### config.mk
export PLATFORM = sky130hd
export DESIGN_NAME = issue_scoreboard
export DESIGN_NICKNAME = d
export VERILOG_FILES = /design/src/rtl/scoreboard_pkg.sv /design/src/rtl/scoreboard_entry.sv /design/src/rtl/issue_scoreboard.sv
export SDC_FILE = /design/constraint.sdc
export NUM_CORES = 1
export LEC_CHECK = 0
export BUFFER_PORTS_ARGS = -buffer_cell sky130_fd_sc_hd__buf_2
export CAP_MARGIN = 20
export CORE_AREA = 10 10 141 143
export DETAILED_ROUTE_END_ITERATION = 16
export DIE_AREA = 0 0 151 153
export PLACE_DENSITY = 0.83
export SYNTH_ARGS = -nofsm -noshare
export SYNTH_HDL_FRONTEND = slang
export SYNTH_SLANG_ARGS = --single-unit
export TNS_END_PERCENT = 100
### constraint.sdc
create_clock -name clk_i -period 6.6 [get_ports clk_i]
set_input_delay 0.66 -clock clk_i [delete_from_list [all_inputs] [get_ports clk_i]]
set_output_delay 0.66 -clock clk_i [all_outputs]
set_load 0.01 [all_outputs]
### src/rtl/scoreboard_pkg.sv
// Shared types for the decode-stage issue scoreboard:
// architectural register names, issue FSM states and counter sizing.
package scoreboard_pkg;

  typedef enum logic [4:0] {
    X0,  X1,  X2,  X3,  X4,  X5,  X6,  X7,
    X8,  X9,  X10, X11, X12, X13, X14, X15,
    X16, X17, X18, X19, X20, X21, X22, X23,
    X24, X25, X26, X27, X28, X29, X30, X31
  } register_e;

  typedef enum logic {
    ISSUE_IDLE,
    ISSUE_SQUASH
  } issue_state_e;

  function automatic int count_width(input int max_count);
    return $clog2(max_count + 1);
  endfunction

endpackage

### src/rtl/scoreboard_entry.sv
// One saturating in-flight write counter for a single register.
// Underflow/overflow pulse for one cycle when saturation kicks in.
module scoreboard_entry #(
  parameter int MAX = 3,
  parameter int CW  = 2
) (
  input  logic clk,
  input  logic rst_n,
  input  logic clr,
  input  logic inc,
  input  logic dec_a,
  input  logic dec_b,
  output logic nonzero,
  output logic full,
  output logic underflow,
  output logic overflow
);

  localparam logic [CW-1:0] MAXV = CW'(MAX);

  typedef logic [CW:0] wide_t;

  logic [CW-1:0] count_q;
  logic [CW-1:0] count_d;
  logic [1:0]    ndec;
  wide_t         drop;

  always_comb begin
    count_d   = count_q;
    underflow = 1'b0;
    overflow  = 1'b0;
    ndec      = {1'b0, dec_a} + {1'b0, dec_b};
    drop      = wide_t'(ndec) - wide_t'(inc);
    if (clr) begin
      count_d = '0;
    end else if (inc && ndec == 2'd0) begin
      if (count_q == MAXV) overflow = 1'b1;
      else count_d = count_q + CW'(1);
    end else if (wide_t'(ndec) > wide_t'(inc)) begin
      if (wide_t'(count_q) < drop) begin
        underflow = 1'b1;
        count_d   = '0;
      end else begin
        count_d = count_q - CW'(drop);
      end
    end
  end

  always_ff @(posedge clk or negedge rst_n) begin
    if (!rst_n) count_q <= '0;
    else count_q <= count_d;
  end

  assign nonzero = |count_q;
  assign full    = (count_q == MAXV);

endmodule

### src/rtl/issue_scoreboard.sv
// Decode issue control: RAW/full stalls from per-register counters,
// early-jump redirect and wrong-path squash sequencing.
module issue_scoreboard
  import scoreboard_pkg::*;
#(
  parameter int MAX_IN_FLIGHT = 3,
  parameter int SQUASH_SLOTS  = 1
) (
  input  logic      clk_i,
  input  logic      rst_ni,
  input  logic      decode_valid_i,
  input  register_e rs1_address_i,
  input  logic      rs1_used_i,
  input  register_e rs2_address_i,
  input  logic      rs2_used_i,
  input  logic      write_enable_i,
  input  register_e rd_address_i,
  input  logic      early_jump_i,
  input  logic      retire_valid_i,
  input  register_e retire_rd_address_i,
  input  logic      kill_valid_i,
  input  register_e kill_rd_address_i,
  input  logic      flush_i,
  output logic      issue_o,
  output logic      stall_o,
  output logic      squash_o,
  output logic      redirect_o,
  output logic      busy_o,
  output logic      error_o
);

  localparam int CW = count_width(MAX_IN_FLIGHT);

  issue_state_e state_q;
  issue_state_e state_d;
  logic [1:0]   rem_q;
  logic [1:0]   rem_d;
  logic         error_q;
  logic [31:0]  nz;
  logic [31:0]  full_v;
  logic [31:0]  uf_v;
  logic [31:0]  of_v;
  logic         haz1;
  logic         haz2;
  logic         full;

  // x0 is never tracked, so its slot reads as permanently empty
  assign nz[0]     = 1'b0;
  assign full_v[0] = 1'b0;
  assign uf_v[0]   = 1'b0;
  assign of_v[0]   = 1'b0;

  for (genvar r = 1; r < 32; r++) begin : g_entry
    scoreboard_entry #(
      .MAX(MAX_IN_FLIGHT),
      .CW (CW)
    ) u_entry (
      .clk      (clk_i),
      .rst_n    (rst_ni),
      .clr      (flush_i),
      .inc      (issue_o && write_enable_i &&
                 rd_address_i == register_e'(r)),
      .dec_a    (retire_valid_i &&
                 retire_rd_address_i == register_e'(r)),
      .dec_b    (kill_valid_i &&
                 kill_rd_address_i == register_e'(r)),
      .nonzero  (nz[r]),
      .full     (full_v[r]),
      .underflow(uf_v[r]),
      .overflow (of_v[r])
    );
  end

  assign haz1 = rs1_used_i && nz[rs1_address_i];
  assign haz2 = rs2_used_i && nz[rs2_address_i];
  assign full = write_enable_i && full_v[rd_address_i];

  assign squash_o   = decode_valid_i && state_q == ISSUE_SQUASH;
  assign stall_o    = decode_valid_i && !squash_o &&
                      (haz1 || haz2 || full) && !flush_i;
  assign issue_o    = decode_valid_i && !squash_o &&
                      !stall_o && !flush_i;
  assign redirect_o = issue_o && early_jump_i;
  assign busy_o     = |nz;
  assign error_o    = error_q;

  always_comb begin
    state_d = state_q;
    rem_d   = rem_q;
    if (flush_i) begin
      state_d = ISSUE_IDLE;
      rem_d   = '0;
    end else begin
      unique case (state_q)
        ISSUE_IDLE: begin
          if (redirect_o) begin
            state_d = ISSUE_SQUASH;
            rem_d   = 2'(SQUASH_SLOTS);
          end
        end
        ISSUE_SQUASH: begin
          if (decode_valid_i) begin
            rem_d = rem_q - 2'd1;
            if (rem_q == 2'd1) state_d = ISSUE_IDLE;
          end
        end
        default: state_d = ISSUE_IDLE;
      endcase
    end
  end

  always_ff @(posedge clk_i or negedge rst_ni) begin
    if (!rst_ni) begin
      state_q <= ISSUE_IDLE;
      rem_q   <= '0;
      error_q <= 1'b0;
    end else begin
      state_q <= state_d;
      rem_q   <= rem_d;
      error_q <= error_q | (|uf_v) | (|of_v);
    end
  end

endmodule
==> results.cfg, run 1 <==
[global_routing]
first_global_vias = 9618
grt_max_degree = 67
grt_usage = 0.275
grt_pass1_wl_microns = 50400
grt-ovfl-total = 0
antenna_found_initial = 4

[clock_network]
cts_root_buffer = clkbuf_16
clockBufferDepth = 2
postCtsResizedCells = 0
htree_levels = 3
cts_setup_buffers = 0
postCtsHoldBufs = 0
cts_tree = done
clock-sinks = 66
clock_latency_ps = 360
cts-buffers-inserted = 9
path_clk_slew_ps = 70

[outcome]
status = finished clean

[sta]
setup_ws_ps = 765
fmax_mhz = 171
rsz0062_at_grt = false
setup_viol = 0
period_minus_slack_ps = 5840
slew_violations = 0
slew-limit-headroom = 0.198
fin_setup_tns_ps = 0
finalClockSkew_ps = 10.4
tightest_slew_ps = 1200
fin_crit_sh = 0.884
hold_violations = 0

[critical_path]
critical-path-top-delay-family = simple AND/OR/NAND/NOR gates
cp_common_cell = inv_1
r2r_start = g_entry[1].u_entry.count_q[0]
cp.arrival_ps = 6050
crit_path_end_kind = flop
setup.worst_path.start_class = flop
cp_slowest_cell = nor3_2
crit_path_start = g_entry[1].u_entry.count_q[0]
crit_buf_inv = 3
critical_path_class = flop to flop
critical_path.max_fanout = 10
crit_path_max_incr_delay_ps = 650
path_cells = inv_1 > ha_1 > mux2i_1 > a221o_1 > a221oi_1 > nor3_2 > or2_0 > nor3_2 > nand2_1 > nor2_1 > inv_1 > fa_1 > inv_1 > ha_1 > nor2b_1 > o21bai_1 > nand2_1 > a21oi_1 > nor4_1 > o2111ai_1 > nor3b_1 > a32oi_1
rrSetupSlack_ps = 760
required_ps = 6810

[logic_synthesis]
yosys.area_share.simple = 0.211
postSynthAreaPerCell_sq_um = 8.17
syn_inst = 1344
synth_mux_area_frac = 0.0663
ys_types = 64
ys_ff_latch = 66
yosysWarnings = 0
synth_top_family_by_area = adder cells
synth_adder_area_share = 0.340
yosys_most_used_dff = dfrtp_1
synth-xor-area-share = 0.0128
synth_edf_count = 0
ys_seq_area_frac = 0.150
netlist_area_sq_um = 11000
syn_nets = 1659
synth_compound_area_frac = 0.125
ys_async_sr_fraction = 1.00

[route]
drc_errors = 0
ant_nets = 0
avgRoutedWirePerCell_microns = 19.9
via_count = 9862
drt-initial-drc-count = 979
vias_per_cell = 6.16
wirelength_microns = 31800
firstDrtPassIters = 6

[floorplanning]
initial_core_util = 0.644
ios = 41
std_cell_rows = 48
coreArea_sq_um = 17100
die-area_sq_um = 23100
fp.dieH_microns = 153
die_x_microns = 151

[cells_and_area]
nets = 1682
fillers = 1422
multi_input_area_sq_um = 8300
layout-drive-gt1-share = 0.0692
layout_commonest_cell = ha_1
layout_common_cells = ha_1 (249), inv_1 (233), nand2_1 (123), nor2_1 (107), dfrtp_1 (66)
fin_cells = 1600
ff_latch_area_sq_um = 1650
areaGrowthSynthToFinish_pct = 6.40
fin_area_sq_um = 11700

[place]
dp_cells = 1581
place_hpwl_microns = 24800
pre_cts_ws_ps = 942
dpl_cell_area_sq_um = 11400
gp_congestion = 1.07
port_buffers = 40

[power_and_ir_drop]
peakVddDrop_mv = 0.122
pwr_density_cell_nw_per_um2 = 97.0
power.total_mw = 1.13
leakage_nw = 5.67

[job]
maxCapViolCount = 0

[worst_hold_path]
holdCritPathClass = input port to asynchronous set/reset pin
state kept, by name, summed over array words and instances (netlist names):
| register | count |
|---|---|
| error_o | 1 |
| state_q | 1 |
| rem_q | 2 |
| g_entry.u_entry.count_q | 62 |
final timing paths:
path	to	cells after the start
min reg2reg	g_entry[19].u_entry.count_q[0]	1
max	error_o	22
max reg2reg	error_o	22
min in group clk_i	g_entry[19].u_entry.count_q[0]	1
min	g_entry[18].u_entry.count_q[0]	1
max in group asynchronous	g_entry[9].u_entry.count_q[1]	1
layer usage:
layer  vias to the layer above  global-route usage  share of wire
li1                       4618                   -              -
met1                      4632               0.339           0.39
met2                       491               0.447           0.46
met3                       119              0.0543          0.095
met4                         2               0.135          0.054
met5                         -                   0        0.00031
kinds of logic (layout without fill, tap and decap cells):
| group | Yosys count | in the layout |
|---|---|---|
| simple gates | 462 | 462 |
| fa+ha+maj | 280 | 280 |
| buf+inv | 270 | 298 |
| compound gates | 198 | 198 |
| flops | 66 | 66 |
| mux | 52 | 52 |
| xor+xnor | 16 | 16 |
| other cells | 0 | 3 |
cell type report:
type / instances / share of cell area
Antenna cell: 3 / 0.000642
Inverter: 233 / 0.0748
Sequential cell: 66 / 0.141
Clock buffer: 11 / 0.0216
Clock inverter: 5 / 0.00450
Multi-Input combinational cell: 1008 / 0.710
Timing Repair Buffer: 49 / 0.0231
Tap cell: 225 / 0.0241
stage by stage:
step	hold WS, ps	util
after floorplan	364	-
after global placement	469	0.667
after detailed placement	472	0.667
after CTS	492	0.685
after global routing	516	0.685
final	457	0.685
power breakdown:
group,internal [mW],switching (mW)
sequential,0.407,0.00288
clock,0.312,0.215
combinational,0.0606,0.137
Yosys cell counts (29+ instances only):
library cell	count	share of area
nor3_1	33	0.015
a21oi_1	42	0.019
nor2b_1	54	0.031
nand2_1	123	0.042
nor2_1	107	0.037
fa_1	31	0.057
o21bai_1	29	0.020
a211oi_1	35	0.024
ha_1	249	0.28
mux2i_1	33	0.030
inv_1	233	0.080
dfrtp_1	66	0.15
(Power assumes the default switching activity.)
==> inputs of run 2 (changes only) <==
ABC_AREA = 1   (was unset)
CAP_MARGIN = unset   (was 20)
CORE_AREA = 10 10 147 149   (was 10 10 141 143)
DIE_AREA = 0 0 157 159   (was 0 0 151 153)
PLACE_DENSITY = 0.82   (was 0.83)
==> run 2 against run 1 <==
Against the previous run: clock skew is 3.0 ps lower; power is 21% higher; hold slack worse by 12 ps; sequential power is 6.8% higher; area after synthesis is 8.2% higher.
==> results.cfg, run 2 <==
[outcome]
status = finished clean

[place]
dpl_cell_area_sq_um = 12200
place_hpwl_microns = 25100
dp_cells = 2034
gp_congestion = 1.01
port_buffers = 40

[floorplanning]
fp.dieH_microns = 159
ios = 41
std_cell_rows = 50
die_x_microns = 157
initial_core_util = 0.640
die-area_sq_um = 25000
coreArea_sq_um = 18600

[route]
avgRoutedWirePerCell_microns = 15.8
via_count = 11400
drt-initial-drc-count = 794
drc_errors = 0
firstDrtPassIters = 5
ant_nets = 0
wirelength_microns = 32300
vias_per_cell = 5.57

[logic_synthesis]
ys_async_sr_fraction = 1.00
synth_common_cells = inv_1 (463), nand2_1 (296), ha_1 (249), nor2_1 (243), nand3_1 (143)
syn_nets = 2110
yosys.area.top_type_share = 0.262
netlist_area_sq_um = 11900
yosysWarnings = 0
yosysMostFrequentCell = inv_1
syn_inst = 1795
synth_edf_count = 0
postSynthAreaPerCell_sq_um = 6.62
ys_types = 34
yosysTopAreaCell = ha_1
synthTopCellsByArea = ha_1 (26%), inv_1 (15%), dfrtp_1 (14%)
ys_seq_area_frac = 0.139
yosys_most_used_dff = dfrtp_1
ys_ff_latch = 66

[global_routing]
antenna_found_initial = 0
grt_use_met1 = 0.327
grt_pass1_wl_microns = 52900
grt_usage = 0.261
grt_use_met3 = 0.0416
grt_max_degree = 67
grt-ovfl-total = 0
grt_use_met2 = 0.423
top_usage_layer = met2
first_global_vias = 10800

[cells_and_area]
nets = 2126
layout_common_cells = inv_1 (463), nand2_1 (296), ha_1 (249), nor2_1 (243), nand3_1 (143)
fin_area_sq_um = 12500
layout-drive-gt1-share = 0.0699
top_regs = g_entry.u_entry.count_q (62), rem_q (2)
antennaDiodeCount = 0
areaGrowthSynthToFinish_pct = 5.20
layout_commonest_cell = inv_1
ff_latch_area_sq_um = 1650
fin_cells = 2050
multi_input_area_sq_um = 8250
fillers = 1625
largest_register = g_entry.u_entry.count_q
largest_reg_flops = 62

[sta]
fin_setup_tns_ps = 0
slew-limit-headroom = 0.372
period_minus_slack_ps = 5060
slew_violations = 0
tightest_slew_ps = 941
setup_viol = 0
finalClockSkew_ps = 7.34
fmax_mhz = 198
fin_crit_sh = 0.767
rsz0062_at_grt = false
whs_ps = 445
hold_violations = 0

[power_and_ir_drop]
clockPowerShare = 0.387
p_int_mw = 0.863
peakVddDrop_mv = 0.143
leakage_nw = 6.84
pwr_density_cell_nw_per_um2 = 109
p_seq_frac = 0.320
swShare = 0.369
comb_power_share = 0.293
p_switching_mw = 0.504

[critical_path]
setup.worst_path.start_class = input port
cp.arrival_ps = 5290
worstRegToRegCells = 29
rr_endpoint = error_o
r2r_start = g_entry[4].u_entry.count_q[0]
critical_path_class = input port to flop
critical_path.max_fanout = 22
rrSetupSlack_ps = 1660
crit_path_start = rd_address_i[0]
crit_path_end_kind = flop
endpoint = error_o
required_ps = 6840

[clock_network]
path_clk_slew_ps = 60
htree_levels = 3
cts-buffers-inserted = 9
postCtsResizedCells = 0
clockBufferDepth = 2
cts_setup_buffers = 0
cts_tree = done
clock-sinks = 66
postCtsHoldBufs = 0
clock_latency_ps = 360
cts_root_buffer = clkbuf_16

[worst_hold_path]
holdCritPathClass = input port to asynchronous set/reset pin

[job]
maxCapViolCount = 0
[run 2: how the worst min path moves through the flow]
stage / start / to
finish: rst_ni / g_entry[5].u_entry.count_q[0]
global route: rst_ni / g_entry[5].u_entry.count_q[0]
CTS: rst_ni / g_entry[5].u_entry.count_q[0]
detailed placement: g_entry[4].u_entry.count_q[0] / g_entry[4].u_entry.count_q[0]
global placement: g_entry[4].u_entry.count_q[0] / g_entry[4].u_entry.count_q[0]
floorplan: rst_ni / error_o
[run 2: stage by stage]
stage,setup slack (ps),power (mW),util
3_5_place_dp,1330,0.835,0.656
3_3_place_gp,1380,0.824,0.656
4_1_cts,1680,1.36,0.673
5_1_grt,1160,1.44,0.673
2_1_floorplan,2570,0.718,-
6_report,1540,1.37,0.673
[run 2: layout make-up]
type | count | share of cell area
flip-flops and latches | 66 | 0.132
well taps | 234 | 0.0234
repair buffers | 45 | 0.0192
inverters | 470 | 0.141
multi-input cells | 1219 | 0.660
clock inverters | 5 | 0.00420
clock buffers | 11 | 0.0202
[run 2: critical path, cell delays in order]
cell     delay, ps
buf_2          340
inv_2          210
nor2_1         130
o21ai_1         70
nand2_1         80
nand2_1         50
nand2_1         90
o21ai_1         60
nand3_1        210
nand3_4        160
nor2_8         110
nand2_1         70
inv_1           80
nand2_1        500
nor2_1         350
inv_1           90
fa_1           480
inv_1           40
ha_1           190
or2_2          320
a21oi_1        270
nor2_1          80
nand3_1         90
nand2_1         60
nor2_1         130
nand2_1        120
nor2_1         150
nand3_1         90
[run 2: routing by layer]
metal	up-vias	wire length (microns)
li1	5621	-
met1	5183	13500
met4	0	1520
met3	117	2650
met2	501	14700
met5	-	0
[run 2: kinds of logic after synthesis]
kind of cell | synth area share
adders and majority gates | 0.314
AOI/OAI and AO/OA | 0.0900
DFF | 0.139
and+or+nand+nor | 0.290
buffers and inverters | 0.167
[run 2: power by group through the flow]
stage / clock network [mW] / logic, mW / registers [mW]
3_5_place_dp: 0 / 0.390 / 0.445
6_report: 0.529 / 0.400 / 0.438
5_1_grt: 0.545 / 0.451 / 0.441
3_3_place_gp: 0 / 0.379 / 0.445
2_1_floorplan: 0 / 0.277 / 0.441
4_1_cts: 0.528 / 0.393 / 0.438
==> inputs of run 3 (changes only) <==
clock period = 5.05 ns   (was 6.6 ns; I/O delays follow)
==> run 3 against run 2 <==
Against the previous run: core utilization grew 0.21 points; worst setup slack lost 1100 ps; wire length grew 2.4%; clock power grew 27%; flip-flop and latch count is the same; critical path type is now flop to flop; largest cell class unchanged; highest routed layer unchanged.
==> results.cfg, run 3 (same netlist as run 2, synthesis figures left out) <==
[outcome]
status = finished clean

[cells_and_area]
layout_common_cells = inv_1 (463), nand2_1 (296), ha_1 (249), nor2_1 (243), nand3_1 (143)
fillers = 1623
areaGrowthSynthToFinish_pct = 5.53
layout-drive-gt1-share = 0.0714
ff_latch_area_sq_um = 1650
multi_input_area_sq_um = 8250
nets = 2132
layout_commonest_cell = inv_1
fin_util = 0.675
top_regs = g_entry.u_entry.count_q (62), rem_q (2)
largest_reg_flops = 62
fin_area_sq_um = 12500
fin_cells = 2056
largest_register = g_entry.u_entry.count_q

[critical_path]
crit_path_max_incr_delay_ps = 470
rr_endpoint = error_o
cp_common_cell = nand2_1
critical-path-top-delay-family = simple AND/OR/NAND/NOR gates
cp_slowest_cell = fa_1
critical_path.max_fanout = 9
r2r_start = g_entry[2].u_entry.count_q[0]
crit_path_end_kind = flop
critical_path_class = flop to flop
cp.arrival_ps = 4800
crit_buf_inv = 6
rrSetupSlack_ps = 480
worstRegToRegCells = 30
required_ps = 5280
setup.worst_path.start_class = flop

[route]
routed.top_layer = met4
ant_nets = 0
dr_wl_met3_microns = 2870
drc_errors = 0
vias_per_cell = 5.64
firstDrtPassIters = 6
via_count = 11600
drt-initial-drc-count = 1035
route.met2.wl_microns = 15100
avgRoutedWirePerCell_microns = 16.1
wirelength_microns = 33100
drt-met1-wl_microns = 13200

[sta]
rsz0062_at_grt = false
fin_setup_tns_ps = 0
slew_violations = 0
whs_ps = 298
tightest_slew_ps = 958
period_minus_slack_ps = 4570
finalClockSkew_ps = 10.7
fin_crit_sh = 0.905
setup_viol = 0
slew-limit-headroom = 0.361
fmax_mhz = 219
hold_violations = 0

[power_and_ir_drop]
pwr_density_cell_nw_per_um2 = 141
leakage_nw = 6.85
peakVddDrop_mv = 0.170

[floorplanning]
initial_core_util = 0.640
std_cell_rows = 50
die_x_microns = 157
ios = 41
fp.dieH_microns = 159
coreArea_sq_um = 18600
die-area_sq_um = 25000

[global_routing]
antenna_found_initial = 2
grt_usage = 0.267
grt_pass1_wl_microns = 54200
grt_max_degree = 73
first_global_vias = 11100
grt-ovfl-total = 0

[place]
dp_cells = 2040
gp_congestion = 1.00
dpl_cell_area_sq_um = 12200
place_hpwl_microns = 25800
port_buffers = 40

[worst_hold_path]
holdCritPathClass = input port to asynchronous set/reset pin

[clock_network]
cts_tree = done
cts_root_buffer = clkbuf_16
cts-buffers-inserted = 9
htree_levels = 3
clock-sinks = 66
cts_setup_buffers = 0
clock_latency_ps = 360
postCtsResizedCells = 0
path_clk_slew_ps = 60
clockBufferDepth = 2
postCtsHoldBufs = 0

[job]
maxCapViolCount = 0
[run 3: changes by cell type in the layout (fill, tap and decap cells not counted)]
cell / before / now
buf_4: 6 / 12
clkinv_2: 4 / 1
clkbuf_1: 0 / 1
diode_2: 0 / 2
[run 3: power breakdown]
group          internal (mW)  switching, mW
logic                  0.170          0.357
registers              0.553         0.0200
clock network          0.404          0.266
[run 3: layer usage]
layer	vias to the layer above	global-route usage
met2	546	0.430
li1	5616	-
met5	-	0
met1	5276	0.329
met4	0	0.152
met3	148	0.0432
[run 3: per-stage QoR]
stage	setup WS [ps]	total power, mW
finish	480	1.77
detailed placement	301	1.09
global route	59.7	1.87
floorplan	1180	0.939
global placement	367	1.08
CTS	526	1.77
[run 3: cell type report]
class                           count  share of cell area
Inverter                          470               0.141
Timing Repair Buffer               51              0.0227
Antenna cell                        2            0.000399
Tap cell                          234              0.0233
Clock inverter                      2             0.00299
Multi-Input combinational cell   1219               0.658
Sequential cell                    66               0.132
Clock buffer                       12              0.0205
[run 3: worst max path at each step]
stage	startpoint	end	slack [ps]	cells after the start
CTS	g_entry[2].u_entry.count_q[0]	error_o	530	30
global placement	rd_address_i[0]	error_o	370	29
floorplan	rs2_address_i[0]	error_o	1180	29
finish	g_entry[2].u_entry.count_q[0]	error_o	480	30
detailed placement	rd_address_i[0]	error_o	300	29
global route	g_entry[17].u_entry.count_q[0]	error_o	60	30
